## src/rtl/mdr_mem_if_pkg.sv

```systemverilog
// -----------------------------------------------------------------------------
// mdr_pkg
// Shared definitions for the memory data register block: the transaction
// state encoding and the load-size encodings used on the size input.
// Size encoding: 2'b00 byte, 2'b01 halfword, 2'b1x full word (bit 1 set means
// "word", bit 0 is then don't-care).
// -----------------------------------------------------------------------------
package mdr_pkg;

   typedef enum logic [1:0] {
      IDLE    = 2'b00,
      RD_WAIT = 2'b01,
      WR_WAIT = 2'b10
   } state_t;

   localparam logic [1:0] SZ_BYTE = 2'b00;
   localparam logic [1:0] SZ_HALF = 2'b01;
   localparam logic [1:0] SZ_WORD = 2'b10;

   // True for any word-size encoding (2'b10 or 2'b11).
   function automatic logic is_word(input logic [1:0] size);
      return size[1];
   endfunction

endpackage

```

## src/rtl/mdr_mem_if_extend.sv

```systemverilog
// -----------------------------------------------------------------------------
// mdr_extend
// Combinational size/sign extender for sub-word memory reads. Only
// instantiated by mdr_mem_if when MDR_SUBWORD_EN is defined.
//
// Ports:
//   i_size      load size (SZ_BYTE / SZ_HALF / word)
//   i_sign_ext  1 = replicate the sub-word sign bit, 0 = zero-fill
//   i_data      raw memory read data
//   o_data      extended result
// -----------------------------------------------------------------------------
module mdr_extend
   import mdr_pkg::*;
#(
   parameter int DATA_W = 32
) (
   input  logic [1:0]        i_size,
   input  logic              i_sign_ext,
   input  logic [DATA_W-1:0] i_data,
   output logic [DATA_W-1:0] o_data
);

   logic w_fill;

   // Start from an all-fill word and overlay the kept low bits; this avoids a
   // zero-width replication when DATA_W is exactly 16.
   always_comb begin
      // NOTE: every output of a combinational block gets a default first so no
      // path through the block leaves it unassigned (which would infer a latch).
      w_fill = 1'b0;
      o_data = i_data;
      if (!is_word(i_size)) begin
         if (i_size == SZ_HALF) begin
            w_fill       = i_sign_ext & i_data[15];
            o_data       = {DATA_W{w_fill}};
            o_data[15:0] = i_data[15:0];
         end else begin
            w_fill       = i_sign_ext & i_data[7];
            o_data       = {DATA_W{w_fill}};
            o_data[7:0]  = i_data[7:0];
         end
      end
   end

endmodule

```

## src/rtl/mdr_mem_if.sv

```systemverilog
// -----------------------------------------------------------------------------
// mdr_mem_if
// Memory data register with a request/acknowledge memory port. Loads from the
// datapath bus in one cycle, or runs a multi-cycle memory read/write through a
// three-state FSM that tolerates wait states and aborts after TIMEOUT cycles
// without an acknowledge.
//
// Configuration macro: MDR_SUBWORD_EN -- when defined, reads honour size and
// sign_ext (byte/halfword with sign or zero extension); otherwise every read
// loads the full DATA_W word and size/sign_ext are ignored.
//
// Ports:
//   clk, clr            clock, synchronous active-high reset
//   R_in, bus_in        load MDR from the bus (IDLE only)
//   read, write         start a memory read / write of MDR (IDLE only)
//   size, sign_ext      sub-word read control
//   mem_rdata, mem_ack  memory read data and completion
//   mem_req, mem_we     registered request and direction
//   mem_wdata, MDR_out  register contents
//   busy, done, err     status: not idle, success pulse, timeout pulse
// -----------------------------------------------------------------------------
module mdr_mem_if
   import mdr_pkg::*;
#(
   parameter int DATA_W  = 32,
   parameter int TIMEOUT = 15
) (
   input  logic              clk,
   input  logic              clr,
   input  logic              R_in,
   input  logic              read,
   input  logic              write,
   input  logic [1:0]        size,
   input  logic              sign_ext,
   input  logic [DATA_W-1:0] bus_in,
   input  logic [DATA_W-1:0] mem_rdata,
   input  logic              mem_ack,
   output logic              mem_req,
   output logic              mem_we,
   output logic [DATA_W-1:0] mem_wdata,
   output logic [DATA_W-1:0] MDR_out,
   output logic              busy,
   output logic              done,
   output logic              err
);

   localparam int              CNT_W    = $clog2(TIMEOUT + 1);
   // The counter holds the number of completed no-ack cycles; seeing
   // TIMEOUT-1 with no ack on this edge means this edge is the TIMEOUT-th.
   localparam logic [CNT_W-1:0] CNT_LAST = CNT_W'(TIMEOUT - 1);

   state_t            r_state, w_state_nxt;
   logic [DATA_W-1:0] r_mdr,   w_mdr_nxt;
   logic              r_req,   w_req_nxt;
   logic              r_we,    w_we_nxt;
   logic              r_done,  w_done_nxt;
   logic              r_err,   w_err_nxt;
   logic [CNT_W-1:0]  r_cnt,   w_cnt_nxt;
   logic [DATA_W-1:0] w_rdata_ext;

`ifdef MDR_SUBWORD_EN
   mdr_extend #(
      .DATA_W (DATA_W)
   ) u_extend (
      .i_size     (size),
      .i_sign_ext (sign_ext),
      .i_data     (mem_rdata),
      .o_data     (w_rdata_ext)
   );
`else
   logic w_unused;
   assign w_unused    = ^{size, sign_ext};
   assign w_rdata_ext = mem_rdata;
`endif

   // Next-state and next-output logic. done/err default low so they pulse
   // for exactly one cycle.
   always_comb begin
      w_state_nxt = r_state;
      w_mdr_nxt   = r_mdr;
      w_req_nxt   = r_req;
      w_we_nxt    = r_we;
      w_done_nxt  = 1'b0;
      w_err_nxt   = 1'b0;
      w_cnt_nxt   = r_cnt;
      unique case (r_state)
         IDLE: begin
            // read > write > R_in; mem_ack is ignored here.
            if (read) begin
               w_state_nxt = RD_WAIT;
               w_req_nxt   = 1'b1;
               w_we_nxt    = 1'b0;
               w_cnt_nxt   = '0;
            end else if (write) begin
               w_state_nxt = WR_WAIT;
               w_req_nxt   = 1'b1;
               w_we_nxt    = 1'b1;
               w_cnt_nxt   = '0;
            end else if (R_in) begin
               w_mdr_nxt   = bus_in;
            end
         end
         RD_WAIT, WR_WAIT: begin
            // An ack on the limit edge is checked first, so it wins.
            if (mem_ack) begin
               if (r_state == RD_WAIT) w_mdr_nxt = w_rdata_ext;
               w_state_nxt = IDLE;
               w_req_nxt   = 1'b0;
               w_we_nxt    = 1'b0;
               w_done_nxt  = 1'b1;
            end else if (r_cnt == CNT_LAST) begin
               w_state_nxt = IDLE;
               w_req_nxt   = 1'b0;
               w_we_nxt    = 1'b0;
               w_err_nxt   = 1'b1;
            end else begin
               w_cnt_nxt   = r_cnt + CNT_W'(1);
            end
         end
         default: begin
            w_state_nxt = IDLE;
            w_req_nxt   = 1'b0;
            w_we_nxt    = 1'b0;
         end
      endcase
   end

   always_ff @(posedge clk) begin
      // NOTE: sequential state uses non-blocking assignments so every register
      // samples the pre-edge values, independent of statement order.
      if (clr) begin
         r_state <= IDLE;
         r_mdr   <= '0;
         r_req   <= 1'b0;
         r_we    <= 1'b0;
         r_done  <= 1'b0;
         r_err   <= 1'b0;
         r_cnt   <= '0;
      end else begin
         r_state <= w_state_nxt;
         r_mdr   <= w_mdr_nxt;
         r_req   <= w_req_nxt;
         r_we    <= w_we_nxt;
         r_done  <= w_done_nxt;
         r_err   <= w_err_nxt;
         r_cnt   <= w_cnt_nxt;
      end
   end

   assign MDR_out   = r_mdr;
   assign mem_wdata = r_mdr;
   assign mem_req   = r_req;
   assign mem_we    = r_we;
   assign done      = r_done;
   assign err       = r_err;
   assign busy      = (r_state != IDLE);

endmodule

```

## config.mk

```make
export PLATFORM = sky130hd
export DESIGN_NAME = mdr_mem_if
export DESIGN_NICKNAME = d
export VERILOG_FILES = /design/src/rtl/mdr_mem_if_pkg.sv /design/src/rtl/mdr_mem_if_extend.sv /design/src/rtl/mdr_mem_if.sv
export SDC_FILE = /design/constraint.sdc
export NUM_CORES = 1
export LEC_CHECK = 0
export CAP_MARGIN = 40
export CORE_UTILIZATION = 30
export CTS_CLUSTER_DIAMETER = 150
export DETAILED_ROUTE_END_ITERATION = 7
export MAX_ROUTING_LAYER = met4
export SYNTH_ARGS = -nofsm -noshare
export SYNTH_HDL_FRONTEND = slang
export SYNTH_SLANG_ARGS = --single-unit
```

## constraint.sdc

```tcl
create_clock -name clk -period 2.81 [get_ports clk]
set_input_delay 0.281 -clock clk [delete_from_list [all_inputs] [get_ports clk]]
set_output_delay 0.281 -clock clk [all_outputs]
set_load 0.005 [all_outputs]
```

==> results.py <==
metrics = {
    "status": {
        "status": "finished, final reports clean",
    },
    "routing": {
        "vias": 2381,
        "vias_per_cell": 5.00,
        "drc": 0,
        "drt-total-wl_um": 6750,
        "firstDrtPassIters": 4,
        "ant_nets": 0,
        "avgRoutedWirePerCell_um": 14.2,
        "drt_iter0_markers": 64,
    },
    "setup_path": {
        "critical_path_class": "reg2reg",
        "path_buf_inv": 2,
        "crit_path_end_kind": "flip-flop",
        "cp_cell_sequence": "inv_1 > ha_2 > buf_4 > or2_2 > a41oi_1 > a211oi_2",
        "startpoint_type": "flip-flop",
        "crit_required_ns": 2.96,
        "crit_family": "simple AND/OR/NAND/NOR gates",
        "cpMaxStageDelayCell": "or2_2",
        "cp.arrival_ns": 1.98,
        "slowest_delay_ns": 0.37,
        "worstPathMaxFanout": 19,
    },
    "synthesis": {
        "synth_area_per_cell_um2": 9.45,
        "synth_cell_types": 35,
        "synth_edf_count": 0,
        "synth_cells": 278,
        "syn_area_um2": 2630,
        "synthArstFlopShare_pct": 0,
        "syn-num-nets": 356,
        "netlist.area_leader.share_pct": 31.2,
        "ys_seq_area_share_pct": 31.2,
        "synth_flop_cell": "dfxtp_1",
        "ys_warn_count": 0,
        "synth.top_cells.by_area": "dfxtp_1, mux2i_1, buf_4",
        "yosys.area.top_type": "dfxtp_1",
        "ys_ff_latch": 41,
    },
    "cts": {
        "cts-root-buf": "clkbuf_8",
        "clockBufferDepth": 2,
        "numClockSinks": 41,
        "post_cts_buffers": 0,
        "cts_buffers": 5,
        "cts_htree_levels": 2,
        "ctsResizeCount": 0,
        "cts_tree": "yes",
        "clk-insertion-delay-late_ns": 0.28,
        "holdBufCountCts": 0,
        "clk_pin_slew_ns": 0.08,
    },
    "finish": {
        "layout_commonest_cell": "clkdlybuf4s50_1",
        "fillers": 795,
        "nNetsFinal": 449,
        "final_cell_mix": "clkdlybuf4s50_1, dfxtp_1, mux2i_1",
        "diodes": 0,
        "drive_above_1_share_pct": 9.70,
        "area_growth_pct": 47.6,
    },
    "global_route": {
        "grt_max_degree": 41,
        "grt_pass1_vias": 2213,
        "antenna_found_initial": 0,
        "grt_usage_pct": 14.9,
        "gr-total-overflow": 0,
        "grt_pass1_wl_um": 10600,
    },
    "placement": {
        "hpwlAfterDp_um": 4970,
        "gp_congestion": 0.778,
        "numPortBuffers": 138,
    },
    "worst_hold_path": {
        "hp-class": "reg2reg",
    },
    "sta": {
        "worstMarginPinSlew_ns": 0.543,
        "finalSetupViolCount": 0,
        "fmax_ghz": 0.547,
        "maxSlewViolCount": 0,
        "hold_viol": 0,
        "fin_setup_tns_ns": 0,
        "period_share_pct": 65.1,
        "hold_slack_ns": 0.486,
        "grt_setup_unrepaired": "false",
        "finClkSkew_ns": 0.00506,
        "relSlewSlack_pct": 63.8,
        "min_period_ns": 1.83,
    },
    "power_and_ir_drop": {
        "p_leak_nw": 1.33,
        "ir_drop_mv": 0.253,
        "power_density_nw_per_um2": 591,
    },
    "floorplanning": {
        "dieWidth_um": 95.6,
        "dieArea_um2": 9140,
        "fp.dieH_um": 95.6,
        "ios": 142,
        "core_area_um2": 8340,
        "start_util_pct": 31.5,
        "num_rows": 33,
    },
    "job": {
        "drv_cap": 0,
    },
}
==> report_power, final <==
part | internal [mW] | switching, mW
Sequential | 0.678 | 0.0729
Clock | 0.195 | 0.191
Combinational | 0.649 | 0.506
==> layer usage <==
metal,track usage [%],wire (um)
met1,18.0,3080
met2,25.4,3220
met3,3.35,411
met4,3.36,41
met5,-,0
==> cell type report <==
class | instances | area (um2) | area share, %
repair buffers | 147 | 1460 | 37.7
multi-input cells | 169 | 1350 | 34.8
flip-flops and latches | 41 | 821 | 21.2
well taps | 105 | 131 | 3.39
clock buffers | 7 | 86.3 | 2.23
inverters | 7 | 26.3 | 0.677
==> synthesized netlist by cell type (3+ instances only) <==
library cell / number
a31oi_1: 32
mux2i_1: 34
nor3b_2: 7
nand2b_1: 5
buf_6: 7
nand4_1: 33
nand2_1: 3
ha_1: 5
buf_4: 36
nor3b_1: 25
buf_2: 13
inv_1: 7
clkbuf_1: 5
dfxtp_1: 41
==> registers in the layout, summed over array words and instances, names as in the netlist <==
register / count
MDR_out: 32
r_cnt: 4
r_state: 2
done: 1
err: 1
mem_req: 1
==> worst paths after layout <==
check / startpoint / to / slack (ns) / cells after the start
hold / removal: mem_req / mem_req / 0.49 / 2
setup reg to reg: r_state[1] / r_cnt[2] / 0.98 / 6
hold reg to reg: mem_req / mem_req / 0.49 / 2
setup / recovery: r_state[1] / r_cnt[2] / 0.98 / 6
==> metrics by stage <==
stage	instances	worst slack (ns)	utilization [%]	cell area [um2]	power (mW)
floorplan	278	1.12	-	2630	1.52
global placement	468	0.987	45.1	3760	1.90
detailed placement	469	0.984	45.5	3790	1.93
CTS	476	0.971	46.5	3880	2.33
global route	476	0.848	46.5	3880	2.46
finish	476	0.981	46.5	3880	2.29
==> logic make-up (layout without fill, tap and decap cells) <==
kind of cell	Yosys count	count (layout)	synth area share [%]
AOI/OAI and AO/OA	46	46	12.9
and+or+nand+nor	83	83	22.6
muxes	35	35	13.4
DFF	41	41	31.2
buffers and inverters	68	161	17.5
adders and majority gates	5	5	2.38
==> worst min-delay path, stage by stage, from the launching register on <==
cell      delay, ns
dfxtp_1        0.31
nand2b_1       0.07
mux2i_1        0.06
Power figures use the tool's default switching activity.
